--- config.mk ---
export PLATFORM = sky130hd
export DESIGN_NAME = sc_regpoint
export DESIGN_NICKNAME = d
export VERILOG_FILES = /design/src/rtl/sc_point_pkg.sv /design/src/rtl/sc_regpoint_falltimer.sv /design/src/rtl/sc_regpoint.sv
export SDC_FILE = /design/constraint.sdc
export NUM_CORES = 1
export LEC_CHECK = 0
export ABC_AREA = 1
export BUFFER_PORTS_ARGS = -buffer_cell sky130_fd_sc_hd__buf_4
export CAP_MARGIN = 15
export CORE_UTILIZATION = 54
export CTS_BUF_LIST = sky130_fd_sc_hd__clkbuf_4 sky130_fd_sc_hd__clkbuf_8
export DETAILED_ROUTE_END_ITERATION = 12
export GPL_ROUTABILITY_DRIVEN = 0
export GPL_TIMING_DRIVEN = 1
export PLACE_DENSITY_LB_ADDON = 0.08
export REMOVE_ABC_BUFFERS = 1
export SLEW_MARGIN = 5
export SYNTH_ARGS = -nofsm -noshare
export SYNTH_HDL_FRONTEND = slang
export SYNTH_SLANG_ARGS = --single-unit
--- constraint.sdc ---
create_clock -name SC_REGPOINT_CLOCK_50 -period 1.8 [get_ports SC_REGPOINT_CLOCK_50]
set_input_delay 0.36 -clock SC_REGPOINT_CLOCK_50 [delete_from_list [all_inputs] [get_ports SC_REGPOINT_CLOCK_50]]
set_output_delay 0.36 -clock SC_REGPOINT_CLOCK_50 [all_outputs]
set_load 0.01 [all_outputs]
--- src/rtl/sc_point_pkg.sv ---
// Shared constants for the point datapath: shift codes, default matrix size,
// edge-flag bit positions and a saturating move counter helper.
package sc_point_pkg;

  localparam logic [1:0] SHIFT_LEFT  = 2'b01;
  localparam logic [1:0] SHIFT_RIGHT = 2'b10;
  localparam logic [1:0] SHIFT_HOLD  = 2'b11;

  localparam int DEF_ROWS = 8;
  localparam int DEF_COLS = 8;

  // Bit positions inside the 3-bit {top, leftmost, rightmost} edge vector
  localparam int EDGE_W     = 3;
  localparam int EDGE_TOP   = 2;
  localparam int EDGE_LEFT  = 1;
  localparam int EDGE_RIGHT = 0;

  function automatic logic [7:0] sat_inc8(input logic [7:0] v);
    return (v == 8'hFF) ? v : v + 8'd1;
  endfunction

endpackage

--- src/rtl/sc_regpoint_falltimer.sv ---
// Gravity timer: counts 0..FALL_TICKS-1 while enabled, holds when disabled,
// and raises o_tick for the single cycle in which the count wraps to zero.
module sc_regpoint_falltimer #(
  parameter int FALL_TICKS = 25000000
) (
  input  logic i_clk,
  input  logic i_rst,
  input  logic i_enable,
  input  logic i_clear,
  output logic o_tick
);

  localparam int CW = $clog2(FALL_TICKS);
  localparam logic [CW-1:0] LAST = CW'(FALL_TICKS - 1);

  logic [CW-1:0] r_count;
  logic          w_wrap;

  assign w_wrap = i_enable && (r_count == LAST);

  always_ff @(posedge i_clk) begin
    if (i_rst || i_clear) begin
      r_count <= '0;
    end else if (i_enable) begin
      r_count <= w_wrap ? '0 : r_count + 1'b1;
    end
  end

  assign o_tick = w_wrap;

endmodule

--- src/rtl/sc_regpoint.sv ---
// Point position register: executes clear/up/down/shift commands by priority,
// applies gravity drops (deferred by one slot when a command is present).
module sc_regpoint
  import sc_point_pkg::*;
#(
  parameter int ROWS       = DEF_ROWS,
  parameter int COLS       = DEF_COLS,
  parameter int FALL_TICKS = 25000000
) (
  input  logic                    SC_REGPOINT_CLOCK_50,
  input  logic                    SC_REGPOINT_RESET_InHigh,
  input  logic                    SC_REGPOINT_clear_InLow,
  input  logic                    SC_REGPOINT_load0_InLow,
  input  logic                    SC_REGPOINT_load1_InLow,
  input  logic [1:0]              SC_REGPOINT_shiftselection_In,
  input  logic                    SC_REGPOINT_gravityEnable_InHigh,
  output logic [$clog2(ROWS)-1:0] SC_REGPOINT_row_Out,
  output logic [COLS-1:0]         SC_REGPOINT_column_Out,
  output logic                    SC_REGPOINT_bottomsidecomparator_OutLow,
  output logic [EDGE_W-1:0]       SC_REGPOINT_edge_Out,
  output logic                    SC_REGPOINT_landed_OutHigh,
  output logic [7:0]              SC_REGPOINT_moveCount_Out
);

  localparam int RW = $clog2(ROWS);
  localparam logic [RW-1:0]   ROW_LAST = RW'(ROWS - 1);
  localparam logic [COLS-1:0] COL_HOME = {{(COLS-1){1'b0}}, 1'b1} << (COLS / 2);

  logic [RW-1:0]   r_row, w_row_nxt;
  logic [COLS-1:0] r_col, w_col_nxt;
  logic [7:0]      r_moves;
  logic            r_landed, w_land;
  logic            r_pending;
  logic            w_moved, w_tick, w_drop, w_bottom;
  logic            w_clr, w_up, w_dn, w_left, w_right, w_cmd;
  logic            w_en;

  // Commands are one-cycle active-low strobes with no back-pressure: each is
  // sampled on every rising edge and either acted on or dropped that cycle.
  assign w_clr   = ~SC_REGPOINT_clear_InLow;
  assign w_up    = ~SC_REGPOINT_load0_InLow;
  assign w_dn    = ~SC_REGPOINT_load1_InLow;
  assign w_left  = (SC_REGPOINT_shiftselection_In == SHIFT_LEFT);
  assign w_right = (SC_REGPOINT_shiftselection_In == SHIFT_RIGHT);
  assign w_cmd   = w_up | w_dn | w_left | w_right;
  assign w_en    = SC_REGPOINT_gravityEnable_InHigh;
  assign w_bottom = (r_row == ROW_LAST);
  assign w_drop   = w_en && (w_tick || r_pending);

  sc_regpoint_falltimer #(.FALL_TICKS(FALL_TICKS)) u_falltimer (
    .i_clk    (SC_REGPOINT_CLOCK_50),
    .i_rst    (SC_REGPOINT_RESET_InHigh),
    .i_enable (w_en),
    .i_clear  (w_clr),
    .o_tick   (w_tick)
  );

  always_comb begin
    w_row_nxt = r_row;
    w_col_nxt = r_col;
    w_moved   = 1'b0;
    w_land    = 1'b0;
    if (w_clr) begin
      w_row_nxt = '0;
      w_col_nxt = COL_HOME;
    end else if (w_up) begin
      if (r_row != '0) begin
        w_row_nxt = r_row - 1'b1;
        w_moved   = 1'b1;
      end
    end else if (w_dn) begin
      if (!w_bottom) begin
        w_row_nxt = r_row + 1'b1;
        w_moved   = 1'b1;
      end
    end else if (w_left) begin
      if (!r_col[COLS-1]) begin
        w_col_nxt = r_col << 1;
        w_moved   = 1'b1;
      end
    end else if (w_right) begin
      if (!r_col[0]) begin
        w_col_nxt = r_col >> 1;
        w_moved   = 1'b1;
      end
    end else if (w_drop) begin
      if (!w_bottom) begin
        w_row_nxt = r_row + 1'b1;
        w_moved   = 1'b1;
      end else begin
        w_land = 1'b1;
      end
    end
  end

  always_ff @(posedge SC_REGPOINT_CLOCK_50) begin
    if (SC_REGPOINT_RESET_InHigh) begin
      r_row     <= '0;
      r_col     <= COL_HOME;
      r_moves   <= '0;
      r_landed  <= 1'b0;
      r_pending <= 1'b0;
    end else begin
      r_row    <= w_row_nxt;
      r_col    <= w_col_nxt;
      r_landed <= w_land;
      if (w_moved) r_moves <= sat_inc8(r_moves);
      // A tick blocked by a command is remembered; any command-free cycle consumes it
      if (w_clr || !w_en)  r_pending <= 1'b0;
      else if (w_cmd)      r_pending <= r_pending | w_tick;
      else                 r_pending <= 1'b0;
    end
  end

  always_comb begin
    SC_REGPOINT_edge_Out             = '0;
    SC_REGPOINT_edge_Out[EDGE_TOP]   = (r_row == '0);
    SC_REGPOINT_edge_Out[EDGE_LEFT]  = r_col[COLS-1];
    SC_REGPOINT_edge_Out[EDGE_RIGHT] = r_col[0];
  end

  assign SC_REGPOINT_row_Out                     = r_row;
  assign SC_REGPOINT_column_Out                  = r_col;
  assign SC_REGPOINT_bottomsidecomparator_OutLow = ~w_bottom;
  assign SC_REGPOINT_landed_OutHigh              = r_landed;
  assign SC_REGPOINT_moveCount_Out               = r_moves;

endmodule

* Word-level counts from Yosys, hierarchy flattened
Cells that the tools add are included.
** Word-level totals
- Flip-flop bits (word level) :: 46
- Bits in latches :: 0
- RAM bits :: 0
- Bits in read-only memories :: 0
- Input port bits :: 8
- Output and inout bits :: 24
- Word-level logic and storage cells :: 74
- Memories :: 0
** Operators by class
- $add $sub $neg :: 4
- $mul :: 0
- Divide/modulo/power cells :: 0
- Order comparisons :: 0
- Eq/ne operators :: 10
- Shifts and indexed selects :: 0
- Multiplexer cells :: 23
- Bitwise operators :: 11
- Reductions and logical operators :: 18
** Operator list (number)
- $mux W8 :: 4
- $add A25 B1 Y25 const B :: 1
- $eq A25 B25 Y1 const B :: 1
- $mux W25 :: 1
- $mux W3 :: 7
- $reduce_and A4 Y1 :: 3
- $mux W1 :: 11
- $add A8 B1 Y8 const B :: 1
- $eq A8 B8 Y1 const B :: 1
- $not A1 Y1 :: 7
- $reduce_or A7 Y1 :: 1
- $ne A3 B3 Y1 const B :: 2
- $reduce_and A5 Y1 :: 1
- $or A1 B1 Y1 :: 4
- $reduce_bool A2 Y1 :: 2
- $add A3 B1 Y3 const B :: 1
- $eq A3 B3 Y1 const B :: 1
- $logic_not A3 Y1 :: 1
- $logic_or A1 B1 Y1 :: 3
- $ne A3 B2 Y1 const B :: 1
- $reduce_bool A3 Y1 :: 1
- $reduce_or A3 Y1 :: 1
- $sub A3 B1 Y3 const B :: 1
- $eq A2 B1 Y1 const B :: 1
- 7 further kinds :: 8

* Depth between registers and ports, before layout
- Depth in word-level cells :: 11
- Depth in mapped cells :: 15

* Hierarchy
A second synthesis with hierarchy kept.
** Second synthesis, totals
- Cell total of the unflattened synthesis :: 427
- Area total of the unflattened synthesis :: 2864.0 um^2
** By module, submodules not included
- sc_regpoint_falltimer :: times used 1, cells an instance 256, area each 1604.0 um^2, seq. area each 500.5 um^2
- sc_regpoint :: times used 1, cells an instance 171, area each 1260.0 um^2, seq. area each 420.4 um^2

* Worst setup path after synthesis
OpenSTA, ideal clock, no wires.
- Kind :: reg-to-reg
- Start :: reg u_falltimer.r_count[0]
- End :: reg u_falltimer.r_count[24]
- Arrival :: 1602 ps
- Path slack :: 79 ps
- Stages on the path, launching flop included :: 12
- Buffers on the path :: 0
- Period minus slack after synthesis :: 1721 ps
- Cell sequence :: dfxtp_1 > ha_1 > nand2_4 > nor2_4 > nand3_2 > nor3_4 > nand3_2 > nor2_4 > nand2_4 > nor3_4 > nand2_1 > nor3b_2
** On the way
- Cells in the longest elaborated chain, start to end :: 3
- Elaborated cells between the ends (all ways) :: 4
- Classes of those cells :: add/sub: 1; eq/ne: 1; mux: 1; reduce/logical: 1
** Ends and longest elaborated chain
- start: declaration :: line sc_regpoint_falltimer.sv:16 : logic [CW-1:0] r_count;
- start signal: assignment :: line sc_regpoint_falltimer.sv:25 : r_count <= w_wrap ? '0 : r_count + 1'b1;
- parallel branches: the longest is 2 deep, another holds $add A25 B1 Y25
- $mux W25 * :: line sc_regpoint_falltimer.sv:25
Mark *: on every way between the ends.
A chain may end at the register's enable or synchronous reset.

* Worst setup path after layout
- Start :: reg u_falltimer.r_count[1]
- End :: reg u_falltimer.r_count[24]
The elaborated chain is that of the path after synthesis.

==> run metrics <==
status finished, violations left; failing checks negative setup slack; die area 0.00484 mm2; leakage 1.25 nW; Post-Syn Area per Cell 7.27 um2; worst hold-check path type in2reg; Final Net Count 406; aggregate routed wire length ~5.6 mm; CP endpoint kind flop; remaining antenna violation count 0; maximum VDD drop roughly 0.39 mV; hold path startpoint SC_REGPOINT_RESET_InHigh; count of final setup violators 1; HPWL after DPL just under 4 mm; multi-input logic area approximately 0.0014 mm2; WHS Endpoint SC_REGPOINT_moveCount_Out[3]$_SDFFE_PP0P_; core area approximately 0.0044 mm2; CTS tree built; die width just under 70 um; GR Overflow Total 0; number of buffers created by CTS 5; Synth Cell Area approximately 0.0025 mm2; CP arrival 2030 ps; I/O pin count 32; CTS sink cnt 46; RSZ-0062 raised after global routing true; PortBufs 31; violation count after the first detailed-route iteration 84; WS Path Type reg2reg; Register Area slightly above 900 um2; CP required 1990 ps; pin count of the biggest net entering global routing 15; fin crit period ~1800 ps; initial antenna violation count 0; Netlist cell types 43; CTS Hold Bufs 0; ys async rst share 0%; number of synthesized flops with an enable pin 0; ant diodes 0; Primary FF master, synth dfxtp_1; Yosys top cell by area dfxtp_1; Slew headroom around three quarters; Startpoint Class flop; FF-to-FF End u_falltimer.r_count[24]$_SDFFE_PP0P_; DIE HEIGHT between 60 and 70 um; DRC 0; worst skew pair latency around 300 ps; setup slack on the worst flop-to-flop path -30 ps; f_max 0.545 GHz; Power Dens Cells approximately 620 mW/mm2; register area share after synthesis between 30% and 40%; worst-path maximum fanout 3; fin worst setup slack -34.2 ps; fin crit share 102%; Setup Skew approximately 6.3 ps; CTS H-tree depth 2; GRT Util Overall approximately a quarter; clk buf depth 2; worst reg2reg path startpoint u_falltimer.r_count[1]$_SDFFE_PP0P_; Vias per Instance 5.25; Vias around 2300; WL per Instance about 12 um; Worst-Margin Slew 388 ps; Hold Path Stages 2; final max-slew violation count 0; Yosys warnings 0; row count 24; clk root buf clkbuf_8; ratio of cells with drive above 1 in the final layout about 26%; DRT Pass-1 Iters 4; R2R depth 11; final core occ a little over two thirds; P&R area growth vs syn 24.6%; Fin Setup TNS -34.2 ps; Gate Count Post-Synth roughly 340; FF+latch count, synth 46; global-route wire length before repair 9.24 mm; Fill cells 389; Starting Density a little under three fifths; share of the synthesized area in the top cell type roughly 37%; Clock transition at path regs roughly 90 ps; final hold violation count 0; vias in the first global route ~2100; max_cap viols 0; largest cells by area after synthesis dfxtp_1 (37%), nand2_1 (9.4%), inv_1 (7.2%)
## worst max-delay path, stage by stage, from the launching register on
cell	delay, ps
dfxtp_2	360
ha_4	160
nand2_4	50
nor2_4	130
nand3_4	90
nor3_4	220
nand3_2	130
nor2_4	170
nand2_4	80
nor3_4	140
nand2_1	60
nor3b_2	150
## per-layer routing
metal,share of wire (%),global-route usage [%]
met5,0,0
met4,0.52,6.80
met3,2.3,3.92
met2,49,40.6
met1,48,30.5
## synth_stat cells (5+ instances only)
cell type  count
nand2_1       62
inv_1         47
dfxtp_1       46
nor2_1        33
a21oi_1       29
o21ai_0       20
nand3_1       19
nor3_1        10
nand4_1        8
xor2_1         5
## per-stage QoR
stage / std cells / total power, mW / hold slack, ps / area [um2] / setup slack (ps)
3_5_place_dp: 431 / 1.24 / 465 / 2840 / -33.7
6_report: 446 / 1.90 / 281 / 3070 / -34.2
2_1_floorplan: 332 / 1.17 / 429 / 2420 / 63.1
3_3_place_gp: 431 / 1.24 / 465 / 2840 / 35.8
4_1_cts: 439 / 1.90 / 267 / 2930 / 7.45
5_1_grt: 446 / 1.97 / 287 / 3070 / -167
## cell families after synthesis
family	share of synthesized area [%]
compound gates	16.3
xor+xnor	2.84
fa+ha+maj	2.84
buf+inv	9.44
flops	37.3
simple gates	31.3
## cell usage in the layout (no fill, tap or decap), drive strengths merged, types with 4 or more instances in the layout
cell    count
o21ai      20
buf        52
ha          4
nand2      68
o32ai       4
dfxtp      46
nor3       13
xor2        5
inv        48
nand4       8
a21oi      30
clkbuf      6
nand3      23
a211oi      4
nor2       36
## layout make-up
class / count / area share, %
Multi-Input combinational cell: 238 / 45.7
Clock buffer: 6 / 2.69
Timing Repair Buffer: 52 / 12.8
Clock inverter: 2 / 0.407
Sequential cell: 46 / 30.2
Inverter: 50 / 6.11
Tap cell: 52 / 2.12
## state kept, by name, summed over array words and instances (netlist names)
register	cells
r_pending	1
SC_REGPOINT_landed_OutHigh	1
SC_REGPOINT_column_Out	8
SC_REGPOINT_row_Out	3
SC_REGPOINT_moveCount_Out	8
u_falltimer.r_count	25
## worst max path at each step
stage                                             endpoint                           startpoint  slack [ps]  cells past startpoint
detailed placement  SC_REGPOINT_column_Out[1]$_SDFFE_PP0P_     SC_REGPOINT_shiftselection_In[1]         -30                     10
global placement    SC_REGPOINT_column_Out[1]$_SDFFE_PP0P_     SC_REGPOINT_shiftselection_In[1]          40                     10
floorplan           SC_REGPOINT_column_Out[1]$_SDFFE_PP0P_     SC_REGPOINT_shiftselection_In[1]          60                      9
global route          u_falltimer.r_count[24]$_SDFFE_PP0P_  u_falltimer.r_count[1]$_SDFFE_PP0P_        -170                     11
CTS                   u_falltimer.r_count[24]$_SDFFE_PP0P_  u_falltimer.r_count[0]$_SDFFE_PP0P_           7                     11
finish                u_falltimer.r_count[24]$_SDFFE_PP0P_  u_falltimer.r_count[1]$_SDFFE_PP0P_         -30                     11
## where the power goes
part,switching [mW],internal [mW]
clock,0.361,0.309
sequential,0.0137,1.03
combinational,0.112,0.0773
total,0.487,1.42
## timing repair
item	in CTS	in global routing
resized for setup	0	29
endpoints found under the setup margin	0	20
setup buffers	0	5
(Power assumes the default switching activity.)
